--- src/rtl/seg_capture_if.sv ---
`default_nettype none
// ============================================================================
// Module      : seg_capture_if
// Description : Bundle for the seven-segment capture block.
//               Carries the multiplexed display pins and the recovered frame.
//               seg   - segment lines, active-low, bit0=a .. bit6=g
//               an    - digit enables, active-low, one bit per digit
//               value - last good frame, digit k in value[4k+3:4k]
//               valid - one-cycle pulse when value updates
//               err   - one-cycle pulse on a bad or timed-out frame
//               bad   - per-digit error mask, held until the next event
//               The master side drives the pins; the slave side (the capture
//               block) drives the recovered results.
// Revision    : 1.0 - initial release
// ============================================================================
interface seg_capture_if #(
    parameter int NDIG = 4
);
    logic [6:0]        seg;
    logic [NDIG-1:0]   an;
    logic [4*NDIG-1:0] value;
    logic              valid;
    logic              err;
    logic [NDIG-1:0]   bad;

    modport master (
        output seg,
        output an,
        input  value,
        input  valid,
        input  err,
        input  bad
    );

    modport slave (
        input  seg,
        input  an,
        output value,
        output valid,
        output err,
        output bad
    );
endinterface
`default_nettype wire

--- src/rtl/seg_capture.sv ---
`default_nettype none
// ============================================================================
// Module      : seg_capture
// Description : Recovers hex digits from a multiplexed active-low seven-segment
//               bus. A digit is accepted after STABLE_CYC identical samples
//               during a single-digit dwell; a frame is published once every
//               digit has been seen, or flagged if any digit was undecodable
//               or the frame did not complete within TIMEOUT cycles.
// Ports       : clk   - system clock, rising edge
//               rst_n - asynchronous active-low reset
//               bus   - seg_capture_if slave (seg/an in, value/valid/err/bad out)
// Revision    : 1.0 - initial release
// ============================================================================
module seg_capture #(
    parameter int NDIG       = 4,
    parameter int STABLE_CYC = 4,
    parameter int TIMEOUT    = 64
) (
    input  wire logic       clk,
    input  wire logic       rst_n,
    seg_capture_if.slave    bus
);

    localparam int KW = (NDIG > 1) ? $clog2(NDIG) : 1;
    localparam int CW = $clog2(STABLE_CYC + 1);
    localparam int TW = $clog2(TIMEOUT + 1);

    localparam logic [CW-1:0] c_stable   = CW'(STABLE_CYC);
    localparam logic [CW-1:0] c_cnt_one  = CW'(1);
    localparam logic [TW-1:0] c_tmo_last = TW'(TIMEOUT - 1);
    localparam logic [TW-1:0] c_tmr_one  = TW'(1);

    // Input stage
    logic [6:0]        r_seg;
    logic [NDIG-1:0]   r_an;

    // Stability tracking
    logic [6:0]        r_pseg;
    logic [KW-1:0]     r_pk;
    logic              r_pdwell;
    logic [CW-1:0]     r_cnt;

    // Frame assembly
    logic [NDIG-1:0]   r_seen;
    logic [NDIG-1:0]   r_fbad;
    logic [4*NDIG-1:0] r_shadow;
    logic [TW-1:0]     r_tmr;

    // Registered outputs
    logic [4*NDIG-1:0] r_value;
    logic              r_valid;
    logic              r_err;
    logic [NDIG-1:0]   r_bad;

    // Combinational
    logic [NDIG-1:0]   w_sel;
    logic              w_dwell;
    logic [KW-1:0]     w_k;
    logic              w_ok;
    logic [3:0]        w_nib;
    logic              w_same;
    logic [CW-1:0]     w_cnt_nxt;
    logic              w_acc;
    logic [NDIG-1:0]   w_seen_n;
    logic [NDIG-1:0]   w_fbad_n;
    logic [4*NDIG-1:0] w_shadow_n;
    logic              w_done;
    logic              w_tmo;

    // A dwell is exactly one enable low; x & (x-1) == 0 tests for one-hot.
    assign w_sel   = ~r_an;
    assign w_dwell = (w_sel != '0) && ((w_sel & (w_sel - NDIG'(1))) == '0);

    always_comb begin
        w_k = '0;
        for (int i = 0; i < NDIG; i++) begin
            if (w_sel[i]) w_k = KW'(i);
        end
    end

    // Inverse of the nibble-to-segment table; anything else is undecodable.
    always_comb begin
        w_ok  = 1'b1;
        w_nib = 4'h0;
        case (r_seg)
            7'b1000000: w_nib = 4'h0;
            7'b1111001: w_nib = 4'h1;
            7'b0100100: w_nib = 4'h2;
            7'b0110000: w_nib = 4'h3;
            7'b0011001: w_nib = 4'h4;
            7'b0010010: w_nib = 4'h5;
            7'b0000010: w_nib = 4'h6;
            7'b1111000: w_nib = 4'h7;
            7'b0000000: w_nib = 4'h8;
            7'b0010000: w_nib = 4'h9;
            7'b0001000: w_nib = 4'hA;
            7'b0000011: w_nib = 4'hB;
            7'b1000110: w_nib = 4'hC;
            7'b0100001: w_nib = 4'hD;
            7'b0000110: w_nib = 4'hE;
            7'b0001110: w_nib = 4'hF;
            default:    w_ok  = 1'b0;
        endcase
    end

    // Counter restarts at 1 whenever the dwell begins or the digit/pattern moves.
    assign w_same = r_pdwell && (r_seg == r_pseg) && (w_k == r_pk);

    always_comb begin
        w_cnt_nxt = r_cnt;
        if (!w_dwell) begin
            w_cnt_nxt = '0;
        end else if (!w_same) begin
            w_cnt_nxt = c_cnt_one;
        end else if (r_cnt != c_stable) begin
            w_cnt_nxt = r_cnt + c_cnt_one;
        end
    end

    // Saturation means the transition into c_stable happens once per dwell.
    assign w_acc = (w_cnt_nxt == c_stable) && (r_cnt != c_stable);

    always_comb begin
        w_seen_n   = r_seen;
        w_fbad_n   = r_fbad;
        w_shadow_n = r_shadow;
        if (w_acc) begin
            w_seen_n[w_k] = 1'b1;
            if (w_ok) begin
                w_shadow_n[{w_k, 2'b00} +: 4] = w_nib;
                w_fbad_n[w_k]                 = 1'b0;
            end else begin
                w_fbad_n[w_k] = 1'b1;
            end
        end
    end

    assign w_done = &w_seen_n;
    // Completion takes priority over a timeout landing in the same cycle.
    assign w_tmo  = !w_done && (r_seen != '0) && (r_tmr == c_tmo_last);

    always_ff @(posedge clk or negedge rst_n) begin
        if (!rst_n) begin
            r_seg    <= '0;
            r_an     <= '0;
            r_pseg   <= '0;
            r_pk     <= '0;
            r_pdwell <= 1'b0;
            r_cnt    <= '0;
            r_seen   <= '0;
            r_fbad   <= '0;
            r_shadow <= '0;
            r_tmr    <= '0;
            r_value  <= '0;
            r_valid  <= 1'b0;
            r_err    <= 1'b0;
            r_bad    <= '0;
        end else begin
            r_seg    <= bus.seg;
            r_an     <= bus.an;
            r_pseg   <= r_seg;
            r_pk     <= w_k;
            r_pdwell <= w_dwell;
            r_cnt    <= w_cnt_nxt;
            r_shadow <= w_shadow_n;
            r_valid  <= 1'b0;
            r_err    <= 1'b0;

            if (w_done) begin
                if (w_fbad_n == '0) begin
                    r_value <= w_shadow_n;
                    r_valid <= 1'b1;
                    r_bad   <= '0;
                end else begin
                    r_err   <= 1'b1;
                    r_bad   <= w_fbad_n;
                end
                r_seen <= '0;
                r_fbad <= '0;
                r_tmr  <= '0;
            end else if (w_tmo) begin
                r_err  <= 1'b1;
                r_bad  <= w_fbad_n | ~w_seen_n;
                r_seen <= '0;
                r_fbad <= '0;
                r_tmr  <= '0;
            end else begin
                r_seen <= w_seen_n;
                r_fbad <= w_fbad_n;
                // The accept cycle itself counts as the first timed cycle.
                if (r_seen == '0) begin
                    r_tmr <= w_acc ? c_tmr_one : '0;
                end else begin
                    r_tmr <= r_tmr + c_tmr_one;
                end
            end
        end
    end

    assign bus.value = r_value;
    assign bus.valid = r_valid;
    assign bus.err   = r_err;
    assign bus.bad   = r_bad;

endmodule
`default_nettype wire

--- src/flat_wrapper.sv ---
// flat-port wrapper written by rule: the top's interface ports become plain ports
module seg_capture_flat 
#(
    parameter int NDIG       = 4,
    parameter int STABLE_CYC = 4,
    parameter int TIMEOUT    = 64
)
  (clk, rst_n, bus_seg, bus_an, bus_value, bus_valid, bus_err, bus_bad);
  seg_capture_if #(.NDIG(NDIG)) bus_i ();
  input  wire logic clk;
  input  wire logic rst_n;
  input wire logic [$bits(bus_i.seg)-1:0] bus_seg;
  input wire logic [$bits(bus_i.an)-1:0] bus_an;
  output wire logic [$bits(bus_i.value)-1:0] bus_value;
  output wire logic [$bits(bus_i.valid)-1:0] bus_valid;
  output wire logic [$bits(bus_i.err)-1:0] bus_err;
  output wire logic [$bits(bus_i.bad)-1:0] bus_bad;
  assign bus_i.seg = bus_seg;
  assign bus_i.an = bus_an;
  assign bus_value = bus_i.value;
  assign bus_valid = bus_i.valid;
  assign bus_err = bus_i.err;
  assign bus_bad = bus_i.bad;
  seg_capture #(.NDIG(NDIG), .STABLE_CYC(STABLE_CYC), .TIMEOUT(TIMEOUT)) u_core (.clk(clk), .rst_n(rst_n), .bus(bus_i));
endmodule
--- config.mk ---
export PLATFORM = sky130hd
export DESIGN_NAME = seg_capture_flat
export DESIGN_NICKNAME = d
export VERILOG_FILES = /design/src/rtl/seg_capture_if.sv /design/src/rtl/seg_capture.sv /design/src/flat_wrapper.sv
export SDC_FILE = /design/constraint.sdc
export NUM_CORES = 1
export LEC_CHECK = 0
export CAP_MARGIN = 0
export CORE_ASPECT_RATIO = 0.75
export CORE_MARGIN = 2
export CORE_UTILIZATION = 51
export DETAILED_ROUTE_END_ITERATION = 10
export PLACE_DENSITY = 0.8
export SLEW_MARGIN = 20
export SYNTH_ARGS = -nofsm -noshare
export SYNTH_HDL_FRONTEND = slang
export SYNTH_SLANG_ARGS = --single-unit
--- constraint.sdc ---
create_clock -name clk -period 2.97 [get_ports clk]
set_clock_uncertainty 0.15 [all_clocks]
set_input_delay 0.297 -clock clk [delete_from_list [all_inputs] [get_ports clk]]
set_output_delay 0.297 -clock clk [all_outputs]
set_load 0.1 [all_outputs]
==> results of run 1 <==
## area by class of cell
class	count	area, sq um
fillers	511	2351
flip-flops and latches	77	1936
multi-input cells	213	1660
repair buffers	61	513.0
clock buffers	9	123.9
well taps	84	105.1
clock inverters	7	97.59
inverters	12	45.04
## repair_timing
item / CTS / global route
pin swaps: 0 / 6
setup buffers: 0 / 6
setup endpoints to repair: 16 / 17
hold buffers: 1 / 0
hold endpoints to repair: 76 / 0
resized for setup: 1 / 22
## path summary, 6_finish.rpt
path	endpoint	slack [ps]	from	cells past startpoint
max	u_core.bus.value[2]	130	u_core.r_an[3]	10
min	u_core.r_seg[5]	230	bus_seg[5]	1
max reg2reg	u_core.bus.value[2]	130	u_core.r_an[3]	10
min reg2reg	u_core.r_pseg[1]	330	u_core.r_seg[1]	0
max in group asynchronous	u_core.r_an[2]	1520	rst_n	2
min in group asynchronous	u_core.bus.bad[3]	490	rst_n	2
## metrics by stage
stage / setup WS (ps) / utilization (%) / std cells / hold WS (ps)
after floorplan: 149.7 / - / 313 / -148.6
after global placement: 55.31 / 60.33 / 440 / 326.4
after detailed placement: -72.48 / 60.33 / 440 / 334.8
after CTS: 36.32 / 63.81 / 457 / 222.1
after global routing: 4.506 / 65.59 / 463 / 208.2
final: 130.8 / 65.59 / 463 / 229.4
## registers in the layout, summed over array words and instances, names as in the netlist, 7 cells and up
signal and cells:
u_core.r_shadow 16, u_core.r_pseg 7, u_core.r_seg 7, u_core.r_tmr 7, u_core.bus.value 16
## placed cells by master (no fill, tap or decap), types with 8 or more instances in the layout
cell,instances
a31oi_1,9
nor2_1,37
mux2_4,8
a21oi_1,9
ha_1,9
clkdlybuf4s50_1,11
inv_1,11
dfrtp_1,70
buf_4,47
nor2b_1,8
xnor2_1,12
mux2_2,24
nand2_1,18
clkbuf_8,9
## where the power goes
part / switching [mW] / internal [mW] / total (mW)
registers: 0.0216 / 1.06 / 1.09
logic: 0.0794 / 0.0636 / 0.143
clock network: 0.390 / 0.476 / 0.866
## worst register-to-register path, stage by stage (launching register included)
cell and delay [ps]:
dfrtp_1 460, xor2_1 210, a311oi_4 370, nor4_4 70, buf_4 160, and2_2 230
and2b_2 250, a21oi_1 150, nand4b_4 160, buf_4 180, mux2_2 340
## layer usage
metal | GRT usage, % | up-vias
li1 | - | 1214
met1 | 28.60 | 1243
met2 | 29.40 | 81
met3 | 5.378 | 10
met4 | 5.270 | 0
met5 | 0 | -
## kinds of logic (layout without fill, tap and decap cells)
| kind of cell | Yosys count | count (layout) | synth area share, % |
|---|---|---|---|
| AND/OR/NAND/NOR | 114 | 114 | 17.08 |
| flip-flops | 77 | 77 | 53.25 |
| AO/OA/AOI/OAI | 41 | 41 | 8.506 |
| XOR/XNOR | 14 | 14 | 3.389 |
| adder cells (fa/ha/maj) | 11 | 11 | 3.804 |
| multiplexers | 33 | 33 | 11.07 |
| buffers and inverters | 23 | 89 | 2.904 |
==> metrics.md, run 1 <==
| Metric | Value |
|---|---|
| Outcome | finished clean |
| # clock sinks | between 70 and 80 |
| Ys flop type | dfrtp_1 |
| Core Rows | 26 |
| Ys async rst share | between 90% and 100% |
| Cell Area, Placed | around 0.0041 sq mm |
| Distinct cells, synth | 47 |
| Layout cells sized above 1 | about 34% |
| Final Setup Violations | 0 |
| Die height | 76.95 um |
| Synth Register Bits | 77 |
| Clock transition at the registers of the reported paths | roughly 90 ps |
| Max IR drop VDD | ~0.31 mV |
| Bufs on Longest Clock Path | 2 |
| Relative slew slack | a little under two fifths |
| Syn Nets | approximately 340 |
| Crit path top cell by count | buf_4 |
| Core Footprint | roughly 0.007 sq mm |
| Post-Syn Area | roughly 0.0036 sq mm |
| Crit-path cells | xor2_1 -> a311oi_4 -> nor4_4 -> buf_4 -> and2_2 -> and2b_2 -> a21oi_1 -> nand4b_4 -> buf_4 -> mux2_2 |
| Delay of the slowest cell on the worst path | 460 ps |
| Fin crit period | roughly 2800 ps |
| Largest net degree at the start of global routing | 78 |
| Post-DP HPWL | 4982 um |
| Total power | ~2.1 mW |
| Crit path max-delay cell type | dfrtp_1 |
| Worst Path Buf+Inv | 2 |
| N_diodes | 0 |
| CP max FO | 8 |
| DR WL/cell | between 15 and 20 um |
| Top-area cell type share of the netlist area | roughly 53% |
| H-tree depth | 3 |
| Max Clock Freq | 352.2 MHz |
| Initial Utilization | 52.97% |
| Power Density | roughly 470 mW/mm^2 |
| Die width | around 100 um |
| Met3 WL post-DR | about 390 um |
| Top-count cell post-synth | dfrtp_1 |
| Initial DRT Pass Iterations | 4 |
| Vias in the first global route | ~2500 |
| Setup TNS | 0 ps |
| Final-report hold violation count | 0 |
| MaxCap Viol Count | 0 |
| Yosys warning count | 0 |
| WL final | roughly 7000 um |
| Worst EP required | ~3100 ps |
| Post-synth EDFFs | 0 |
| Post-synthesis sequential area ratio | between 50 and 60% |
| Initial drt markers | about 130 |
| Setup crit start kind | flop |
| Overflow after GRT | 0 |
| Total number of vias | 2548 |
| Initial antenna violation count | 0 |
| Global-route wire length before repair | around 12000 um |
| Num CTS Buffers | 9 |
| Antenna viol nets, final | 0 |
| Syn Inst Count | ~310 |
| Most common library cells after synthesis | dfrtp_1 (77), nor2_1 (38), mux2_2 (24), nand2_1 (19) |
| Dominant cells by area after synthesis | dfrtp_1 (53%), mux2_2 (7.5%), nor2_1 (3.9%), ha_1 (3.8%), mux2_4 (3.3%) |
| Lkg Pwr | roughly 2.1 nW |
| Worst-Margin Slew | around 940 ps |
| Syn-to-layout area delta | 23.82% |
| Wl on met1 | 3345 um |
| GPL Wtd Cong | 0.8748 |
| Final Cell Area | about 0.0045 sq mm |
| Worst setup EP type | flop |
| RSZ-0062 raised after global routing | no |
| Post-DR vias/cell | 5.503 |
| Leading area contributor after synthesis | dfrtp_1 |
| GRT Total Usage | between 15 and 20% |
| Max Used Layer | met4 |
| Root Buffer | clkbuf_8 |
| Final worst-path cycle share | between 90% and 100% |
| Crit path max-delay family | simple AND/OR/NAND/NOR gates |
| Syn Area/Cell | 11.56 sq um |
| Crit Path Class | reg2reg |
| Port Buffers | 34 |
| Worst Path Arrival | a little under 3000 ps |
| Clock Latency Late Sink | between 300 and 400 ps |
| Hold WC Path Type | in2reg |
| Slew Limit Fails | 0 |
| Total die area | about 0.0078 sq mm |
| Ports | 35 |
| DR WL met2 | about 3200 um |
| Drt drc | 0 |
| Number of nets in the layout | between 300 and 400 |
| CTS tree | built |
(Power assumes the default switching activity.)
==> run 2, diff against run 1 <==
--- a/config.mk
+++ b/config.mk
@@ -5,7 +5,6 @@
 export SDC_FILE = /design/constraint.sdc
 export NUM_CORES = 1
 export LEC_CHECK = 0
-export CAP_MARGIN = 0
 export CORE_ASPECT_RATIO = 0.75
 export CORE_MARGIN = 2
 export CORE_UTILIZATION = 51
==> results of run 2 <==
Final layout, timing and power as in run 1 (identical DEF).
